`src/rtl/bin_bcd_seq.sv`:
```
// -----------------------------------------------------------------------------
// bin_bcd_seq
// Iterative binary-to-BCD converter (double-dabble) with valid/ready flow
// control on both sides, optional two's-complement input and a capacity
// overflow flag.
//
// Parameters
//   BIN_W   input binary width (2..32)
//   DIGITS  number of BCD output digits (1..10)
//
// Ports
//   clk        rising-edge clock
//   reset_n    synchronous active-low reset
//   in_valid   input word present
//   in_ready   converter can accept a word (IDLE)
//   in_data    binary input word
//   in_signed  treat in_data as two's complement (sampled with in_data)
//   out_valid  result available (DONE)
//   out_ready  consumer accepts result
//   out_bcd    BCD result, digit 0 (units) in bits [3:0]
//   out_neg    result is negative
//   out_ovf    magnitude >= 10^DIGITS; out_bcd holds magnitude mod 10^DIGITS
//   busy       conversion in progress (CONV)
// -----------------------------------------------------------------------------
module bin_bcd_seq #(
  parameter int BIN_W  = 13,
  parameter int DIGITS = 4
) (
  input  logic                  clk,
  input  logic                  reset_n,
  input  logic                  in_valid,
  output logic                  in_ready,
  input  logic [BIN_W-1:0]      in_data,
  input  logic                  in_signed,
  output logic                  out_valid,
  input  logic                  out_ready,
  output logic [4*DIGITS-1:0]   out_bcd,
  output logic                  out_neg,
  output logic                  out_ovf,
  output logic                  busy
);

  localparam int BCD_W = 4 * DIGITS;
  localparam int CNT_W = $clog2(BIN_W + 1);
  // The counter reaches BIN_W after the last shift; the cycle spent at that
  // value transfers the result into the output registers.
  localparam logic [CNT_W-1:0] LAST_CNT = CNT_W'(BIN_W);

  typedef enum logic [1:0] {
    IDLE = 2'd0,
    CONV = 2'd1,
    DONE = 2'd2
  } state_t;

  // Add 3 to every digit that is 5 or more; digits never carry into each other.
  function automatic logic [BCD_W-1:0] dabble_adjust(input logic [BCD_W-1:0] bcd);
    logic [BCD_W-1:0] res;
    res = bcd;
    for (int i = 0; i < DIGITS; i++) begin
      if (bcd[4*i +: 4] >= 4'd5) begin
        res[4*i +: 4] = bcd[4*i +: 4] + 4'd3;
      end else begin
        res[4*i +: 4] = bcd[4*i +: 4];
      end
    end
    return res;
  endfunction

  // Magnitude in BIN_W unsigned bits; the most negative value maps onto
  // 2^(BIN_W-1), which still fits.
  function automatic logic [BIN_W-1:0] magnitude(input logic [BIN_W-1:0] data,
                                                 input logic             is_signed);
    if (is_signed && data[BIN_W-1]) begin
      return ~data + {{(BIN_W-1){1'b0}}, 1'b1};
    end else begin
      return data;
    end
  endfunction

  state_t             r_state;
  state_t             w_state_nxt;
  logic [BIN_W-1:0]   r_mag;
  logic [BCD_W-1:0]   r_bcd;
  logic               r_ovf_sticky;
  logic [CNT_W-1:0]   r_cnt;
  logic               r_neg;
  logic [BCD_W-1:0]   r_out_bcd;
  logic               r_out_neg;
  logic               r_out_ovf;

  logic [BCD_W-1:0]   w_adj;
  logic [BCD_W-1:0]   w_bcd_shift;
  logic               w_carry;
  logic               w_last;

  assign w_last = (r_cnt == LAST_CNT);

  // One double-dabble step: adjust digits, then shift {bcd, mag} left by one.
  always_comb begin
    w_adj       = dabble_adjust(r_bcd);
    w_carry     = w_adj[BCD_W-1];
    w_bcd_shift = {w_adj[BCD_W-2:0], r_mag[BIN_W-1]};
  end

  // Next-state decode.
  always_comb begin
    w_state_nxt = r_state;
    case (r_state)
      IDLE: begin
        if (in_valid) begin
          w_state_nxt = CONV;
        end else begin
          w_state_nxt = IDLE;
        end
      end
      CONV: begin
        if (w_last) begin
          w_state_nxt = DONE;
        end else begin
          w_state_nxt = CONV;
        end
      end
      DONE: begin
        if (out_ready) begin
          w_state_nxt = IDLE;
        end else begin
          w_state_nxt = DONE;
        end
      end
      default: begin
        w_state_nxt = IDLE;
      end
    endcase
  end

  // State register and datapath: accept, shift, and result capture.
  always_ff @(posedge clk) begin
    if (!reset_n) begin
      r_state      <= IDLE;
      r_mag        <= {BIN_W{1'b0}};
      r_bcd        <= {BCD_W{1'b0}};
      r_ovf_sticky <= 1'b0;
      r_cnt        <= {CNT_W{1'b0}};
      r_neg        <= 1'b0;
      r_out_bcd    <= {BCD_W{1'b0}};
      r_out_neg    <= 1'b0;
      r_out_ovf    <= 1'b0;
    end else begin
      r_state <= w_state_nxt;
      case (r_state)
        IDLE: begin
          if (in_valid) begin
            r_mag        <= magnitude(in_data, in_signed);
            r_neg        <= in_signed & in_data[BIN_W-1];
            r_bcd        <= {BCD_W{1'b0}};
            r_ovf_sticky <= 1'b0;
            r_cnt        <= {CNT_W{1'b0}};
          end
        end
        CONV: begin
          if (w_last) begin
            // Outputs only change here, so they hold through DONE and after it.
            r_out_bcd <= r_bcd;
            r_out_ovf <= r_ovf_sticky;
            r_out_neg <= r_neg;
          end else begin
            r_bcd        <= w_bcd_shift;
            r_mag        <= {r_mag[BIN_W-2:0], 1'b0};
            r_ovf_sticky <= r_ovf_sticky | w_carry;
            r_cnt        <= r_cnt + {{(CNT_W-1){1'b0}}, 1'b1};
          end
        end
        DONE: begin
          r_cnt <= r_cnt;
        end
        default: begin
          r_cnt <= {CNT_W{1'b0}};
        end
      endcase
    end
  end

  assign in_ready  = (r_state == IDLE);
  assign busy      = (r_state == CONV);
  assign out_valid = (r_state == DONE);
  assign out_bcd   = r_out_bcd;
  assign out_neg   = r_out_neg;
  assign out_ovf   = r_out_ovf;

endmodule

```
`config.mk`:
```
export PLATFORM = sky130hd
export DESIGN_NAME = bin_bcd_seq
export DESIGN_NICKNAME = d
export VERILOG_FILES = /design/src/rtl/bin_bcd_seq.sv
export SDC_FILE = /design/constraint.sdc
export NUM_CORES = 1
export LEC_CHECK = 0
export BUFFER_PORTS_ARGS = -buffer_cell sky130_fd_sc_hd__buf_4
export CAP_MARGIN = 15
export CORE_MARGIN = 10
export CORE_UTILIZATION = 44
export CTS_CLUSTER_DIAMETER = 200
export DETAILED_ROUTE_END_ITERATION = 6
export PLACE_DENSITY = 0.7
export SKIP_CTS_REPAIR_TIMING = 1
export SLEW_MARGIN = 15
export SYNTH_ARGS = -nofsm -noshare
export SYNTH_HDL_FRONTEND = slang
export SYNTH_SLANG_ARGS = --single-unit
```
`constraint.sdc`:
```
create_clock -name clk -period 1.89 [get_ports clk]
set_clock_uncertainty 0.2 [all_clocks]
set_input_delay 0.189 -clock clk [delete_from_list [all_inputs] [get_ports clk]]
set_output_delay 0.189 -clock clk [all_outputs]
set_load 0.005 [all_outputs]
```
==> results.yml, run 1 <==
floorplanning:
  rows: 28
  floorplan.initialDensity_pct: 45.2
  fp.dieW_um: 98.0
  die_height_um: 98.0
  ios: 39
  core_area_um2: 5920
  die_area_um2: 9600
run:
  cap_violations: 0
synthesis:
  synth_common_cells: "59 x nand2_1, 55 x dfxtp_1, 36 x a21oi_1, 30 x nor2_1, 16 x inv_1"
  postSynthCellCount: 331
  yosysMostFrequentCell: "nand2_1"
  ys_ff_latch: 55
  ys_seq_area_share_pct: 41.2
  syn-cell-area_um2: 2680
  ys_warn_count: 0
  synth_area_leaders: "dfxtp_1 41%, nand2_1 8.3%, a21oi_1 6.7%"
  avgSynthCellArea_um2: 8.08
  syn-num-nets: 360
  synth_area_leader_cell: "dfxtp_1"
  ys.flop_type: "dfxtp_1"
  synth_edf_count: 0
  synth_cell_types: 45
  synth_top_area_share_pct: 41.2
  synthArstFlopShare_pct: 0
layout:
  seq_area_um2: 1100
  multi_input_area_um2: 1480
  fillCellCount: 607
  final_layout_size_suffix_gt1_share_pct: 19.9
  syn2layout_area_growth_pct: 23.5
  num-nets-final: 415
  num_antenna_cells: 0
  finish.utilization_pct: 55.8
setup_path:
  crit_start: "r_cnt[1]$_SDFFE_PN0P_"
  cp_data_arrival_time_ns: 1.85
  critical_path_class: "flip-flop to flip-flop"
  path_max_fanout: 8
  r2r_cells: 8
  r2r-start: "r_cnt[1]$_SDFFE_PN0P_"
  cp-endpoint: "r_mag[1]$_SDFFE_PN0P_"
  required_ns: 1.94
  r2r-end: "r_mag[1]$_SDFFE_PN0P_"
  startpoint_type: "flip-flop"
  crit_path_end_kind: "flip-flop"
  r2r_slack_ns: 0.09
global_route:
  grt_max_degree: 29
  first_global_vias: 2282
  grt_pass1_wl_mm: 10.6
  grt_use_total_pct: 12.7
  gr-total-overflow: 0
  antenna_found_initial: 0
sta:
  max_freq_ghz: 0.555
  finalCriticalPeriod_ns: 1.80
  timing.final.crit_share_pct: 95.3
  hold_viol: 1
  setup_viol: 0
  worst_slew_pin_slew_ns: 0.443
  slew_violations: 0
  relSlewSlack_pct: 70.1
  holdWs_ns: -0.000316
power:
  ir_drop_mv: 0.311
  leakage_nw: 1.29
  power_density_nw_per_um2: 673
  fin_total_pwr_mw: 2.23
routing:
  drc: 0
  vias_per_cell: 5.18
  vias: 2386
  first_iter_violations: 69
  dr.pass1.iters: 5
  wl_per_cell_um: 13.2
  totalWireLength_mm: 6.08
  ant_nets: 0
outcome:
  outcome: "finished, violations left"
  violations: "negative hold slack"
clock_tree:
  clockRootBuffer: "clkbuf_8"
  clk_pin_slew_worst_paths_ns: 0.09
  clock_latency_ns: 0.31
  cts_tree: "built"
  numCtsBuffers: 5
  ctsHtreeMaxLevel: 2
  clock_path_buffers: 2
  clock_sinks: 55
placed_design:
  hpwl_mm: 4.58
  gp_congestion: 0.822
  portBuffers: 38
min_path:
  hold_path_class: "primary input to flip-flop"
## cells in the final DEF, fill, tap and decap left out, types with 2 or more instances in the layout
cell type and n:
a211oi_2 2, a21oi_1 36, a22o_1 4, a22oi_1 6
a31oi_1 9, a32o_1 3, buf_4 55, clkbuf_8 5
dfxtp_1 54, dlygate4sd3_1 3, ha_1 11, inv_1 16
mux2i_1 2, nand2_1 58, nand2_2 4, nand2b_1 6
nand3_1 9, nor2_1 30, nor2_4 2, nor2b_1 3
nor3_1 5, o21ai_0 15, o31ai_1 5, o32ai_1 3
or4_1 2, xnor2_1 7, xor2_1 10
## per-layer routing
metal | wire, µm | track usage, % | vias up
met4 | 65 | 3.69 | 0
li1 | - | - | 1251
met3 | 294 | 3.95 | 7
met5 | 0 | 0 | -
met1 | 2830 | 15.3 | 1080
met2 | 2900 | 21.2 | 48
## report_power, final
| part | switching, mW | internal, mW |
|---|---|---|
| Sequential | 0.0167 | 1.19 |
| Clock | 0.367 | 0.389 |
| Combinational | 0.151 | 0.115 |
| Total | 0.535 | 1.69 |
## cell type report
type | count | share of cell area, %
multi-input cells | 248 | 44.8
well taps | 75 | 2.84
repair buffers | 59 | 14.0
inverters | 17 | 1.93
flip-flops and latches | 55 | 33.4
clock buffers | 6 | 2.20
clock inverters | 1 | 0.909
## registers in the layout (all words and copies together) (netlist names)
| name | flops |
|---|---|
| r_neg | 1 |
| out_neg | 1 |
| r_mag | 13 |
| r_cnt | 4 |
| r_bcd | 16 |
| r_ovf_sticky | 1 |
| r_state | 2 |
| out_ovf | 1 |
| out_bcd | 16 |
## critical path, cell delays in order (launching register included)
cell	delay, ns
dfxtp_2	0.34
inv_1	0.04
ha_1	0.18
and3_4	0.20
a211o_1	0.30
buf_4	0.18
a211oi_2	0.16
a21oi_1	0.06
nor2_1	0.08
## metrics by stage
stage          cells  setup WS, ns  area [µm²]  TNS (ns)
2_1_floorplan    331        0.0145        2680         0
3_3_place_gp     451        0.0682        3150         0
3_5_place_dp     451        0.0221        3150         0
4_1_cts          458       0.00557        3250         0
5_1_grt          461       -0.0203        3300   -0.0204
6_report         461        0.0889        3300         0
## kinds of logic (layout without fill, tap and decap cells)
logic type | Yosys count | after routing | share of synthesized area, %
simple gates | 128 | 128 | 21.9
compound gates | 90 | 90 | 21.0
flops | 55 | 55 | 41.2
buf+inv | 28 | 83 | 4.49
xor+xnor | 17 | 17 | 5.57
fa+ha+maj | 11 | 11 | 5.14
mux | 2 | 2 | 0.748
## worst min-delay path by stage
stage,startpoint,end,slack [ns],cells past startpoint
finish,in_data[5],r_mag[5]$_SDFFE_PN0P_,-0.0003,4
floorplan,in_data[0],r_mag[0]$_SDFFE_PN0P_,0.15,2
detailed placement,out_bcd[6]$_SDFFE_PN0P_,out_bcd[6]$_SDFFE_PN0P_,0.25,2
global placement,out_bcd[6]$_SDFFE_PN0P_,out_bcd[6]$_SDFFE_PN0P_,0.24,2
global route,in_data[5],r_mag[5]$_SDFFE_PN0P_,0.01,4
CTS,out_ready,r_state[1]$_SDFF_PN0_,-0.07,3
(Power assumes the default switching activity.)
==> run 2, diff against run 1 <==
Settings changed: ABC_AREA set to 1, PLACE_DENSITY 0.7 to 0.69.
==> run 2 against run 1 <==
  * First-iteration DRC count rose by 70%
  * Via count rose by 3.3%
  * The run now ends clean
  * Highest routed layer unchanged
  * Final area fell by 2.5%
  * Sequential share of layout area rose by 0.82 points
  * Routed wire length rose by 2.4%
  * Critical path type unchanged
  * Cell count rose by 5.6%
  * Critical endpoint is now r_bcd[14]$_SDFFE_PN0P_
  * Hold slack improved by 0.022 ns
==> results.yml, run 2 <==
global_route:
  gr-total-overflow: 0
  first_global_vias: 2232
  antenna_found_initial: 0
  grt_use_total_pct: 12.3
  grt_max_degree: 27
  grt_pass1_wl_mm: 10.4
synthesis:
  ys_warn_count: 0
  ys_ff_latch: 55
  synth_top_area_share_pct: 40.2
  synth_cell_types: 32
  ys.flop_type: "dfxtp_1"
  ys_seq_area_share_pct: 40.2
  synthArstFlopShare_pct: 0
  synth_common_cells: "58 x nand2_1, 55 x dfxtp_1, 52 x o21ai_0, 42 x inv_1, 35 x nor2_1"
  synth_area_leader_cell: "dfxtp_1"
  postSynthCellCount: 369
  synth_edf_count: 0
  synth_area_leaders: "dfxtp_1 40%, o21ai_0 9.5%, nand2_1 8.0%"
  syn-num-nets: 398
  avgSynthCellArea_um2: 7.42
  syn-cell-area_um2: 2740
  yosysMostFrequentCell: "nand2_1"
sta:
  timing.final.crit_share_pct: 92.3
  slew_violations: 0
  finalCriticalPeriod_ns: 1.75
  rsz0062_at_grt: "false"
  max_freq_ghz: 0.573
  fin_tns_setup_ns: 0
  relSlewSlack_pct: 72.0
  fin_ws_ns: 0.145
  worst_slew_pin_slew_ns: 0.417
  hold_viol: 0
  setup_viol: 0
clock_tree:
  clk_pin_slew_worst_paths_ns: 0.09
  numCtsBuffers: 5
  clock_path_buffers: 2
  clock_latency_ns: 0.30
  clock_sinks: 55
  ctsHtreeMaxLevel: 2
  clockRootBuffer: "clkbuf_8"
  cts_tree: "built"
routing:
  ant_nets: 0
  dr.pass1.iters: 5
  vias_per_cell: 5.06
  wl_per_cell_um: 12.8
  first_iter_violations: 117
  drc: 0
  totalWireLength_mm: 6.23
  vias: 2465
layout:
  final_layout_size_suffix_gt1_share_pct: 16.5
  multi_input_area_um2: 1390
  syn2layout_area_growth_pct: 17.7
  layout_common_cells: "58 x nand2_1, 55 x dfxtp_1, 52 x o21ai_0"
  num-nets-final: 442
  final_common_cell: "nand2_1"
  num_antenna_cells: 0
  seq_area_um2: 1100
  fillCellCount: 565
setup_path:
  startpoint_type: "flip-flop"
  path_max_fanout: 11
  r2r_slack_ns: 0.14
  r2r-start: "r_cnt[1]$_SDFFE_PN0P_"
  required_ns: 1.92
  crit_path_end_kind: "flip-flop"
  r2r-end: "r_bcd[14]$_SDFFE_PN0P_"
  cp_data_arrival_time_ns: 1.77
  r2r_cells: 9
  critical_path_class: "flip-flop to flip-flop"
placed_design:
  gp_congestion: 0.793
  hpwl_mm: 4.80
  portBuffers: 38
  preCtsSetupSlack_ns: 0.133
min_path:
  hold_path_class: "primary input to flip-flop"
  min_delay_path_depth: 4
  hold_start: "in_valid"
  hold_end: "r_ovf_sticky$_SDFFE_PN0P_"
power:
  clock_power_share_pct: 28.1
  intPower_mw: 1.55
  ir_drop_mv: 0.391
  power_density_nw_per_um2: 647
  leakage_nw: 1.43
  power.switching_mw: 0.535
  seq_power_share_pct: 58.2
  swShare_pct: 25.7
  p_comb_share_pct: 13.7
floorplanning:
  ios: 39
  die_height_um: 98.9
  rows: 28
  core_area_um2: 5990
  die_area_um2: 9770
  floorplan.initialDensity_pct: 45.7
  fp.dieW_um: 98.9
run:
  cap_violations: 0
outcome:
  outcome: "finished, final reports clean"
run 2: worst max path at each step:
stage                                      start                   endpoint  slack, ns
final                      r_cnt[1]$_SDFFE_PN0P_     r_bcd[14]$_SDFFE_PN0P_       0.14
after global placement     r_cnt[1]$_SDFFE_PN0P_      r_bcd[8]$_SDFFE_PN0P_       0.18
after CTS                  r_cnt[1]$_SDFFE_PN0P_      r_bcd[8]$_SDFFE_PN0P_       0.11
after global routing      r_bcd[12]$_SDFFE_PN0P_  r_ovf_sticky$_SDFFE_PN0P_      0.006
after floorplan            r_cnt[1]$_SDFFE_PN0P_      r_mag[0]$_SDFFE_PN0P_       0.29
after detailed placement   r_cnt[1]$_SDFFE_PN0P_      r_bcd[8]$_SDFFE_PN0P_       0.13
run 2: power by group through the flow:
stage               clock (mW)  combinational (mW)  sequential, mW
floorplan                    0               0.196            1.24
global placement             0               0.274            1.24
detailed placement           0               0.277            1.24
CTS                      0.604               0.278            1.21
global route             0.650               0.320            1.22
finish                   0.585               0.286            1.21
run 2: logic make-up (layout without fill, tap and decap cells):
group	after synthesis	after routing	share of synthesized area (%)
adders and majority gates	11	11	5.03
AOI/OAI and AO/OA	111	111	21.6
and+or+nand+nor	129	129	22.5
DFF	55	55	40.2
buffers and inverters	58	101	9.10
xor gates and xnor gates	5	5	1.60
run 2: layout make-up:
type / instances / share of cell area, %
Clock buffer: 6 / 2.25
Inverter: 48 / 5.90
Tap cell: 75 / 2.91
Sequential cell: 55 / 34.2
Timing Repair Buffer: 47 / 11.5
Multi-Input combinational cell: 256 / 43.3
run 2: metal layers:
metal	up-vias	track usage [%]	routed length, µm
met4	0	3.42	41
li1	1307	-	-
met2	42	19.8	2970
met1	1112	15.8	2920
met5	-	0	0
met3	4	3.21	300
run 2: per-stage QoR:
| step | cells | instance area [µm²] | hold WS (ns) | utilization (%) | total power, mW |
|---|---|---|---|---|---|
| 2_1_floorplan | 369 | 2740 | 0.137 | - | 1.43 |
| 6_report | 487 | 3220 | 0.0221 | 53.8 | 2.08 |
| 4_1_cts | 484 | 3180 | -0.0252 | 53.1 | 2.10 |
| 5_1_grt | 487 | 3220 | 0.0233 | 53.8 | 2.19 |
| 3_5_place_dp | 478 | 3110 | 0.244 | 51.9 | 1.52 |
| 3_3_place_gp | 478 | 3110 | 0.240 | 51.9 | 1.51 |
run 2: critical path, cell delays in order (launching register included):
cell and delay, ns:
dfxtp_1 0.33, inv_1 0.08, ha_1 0.19, nand3_4 0.13
nand2_4 0.14, nand2_4 0.07, inv_4 0.10, nand2_4 0.11
buf_4 0.19, o21ai_1 0.12
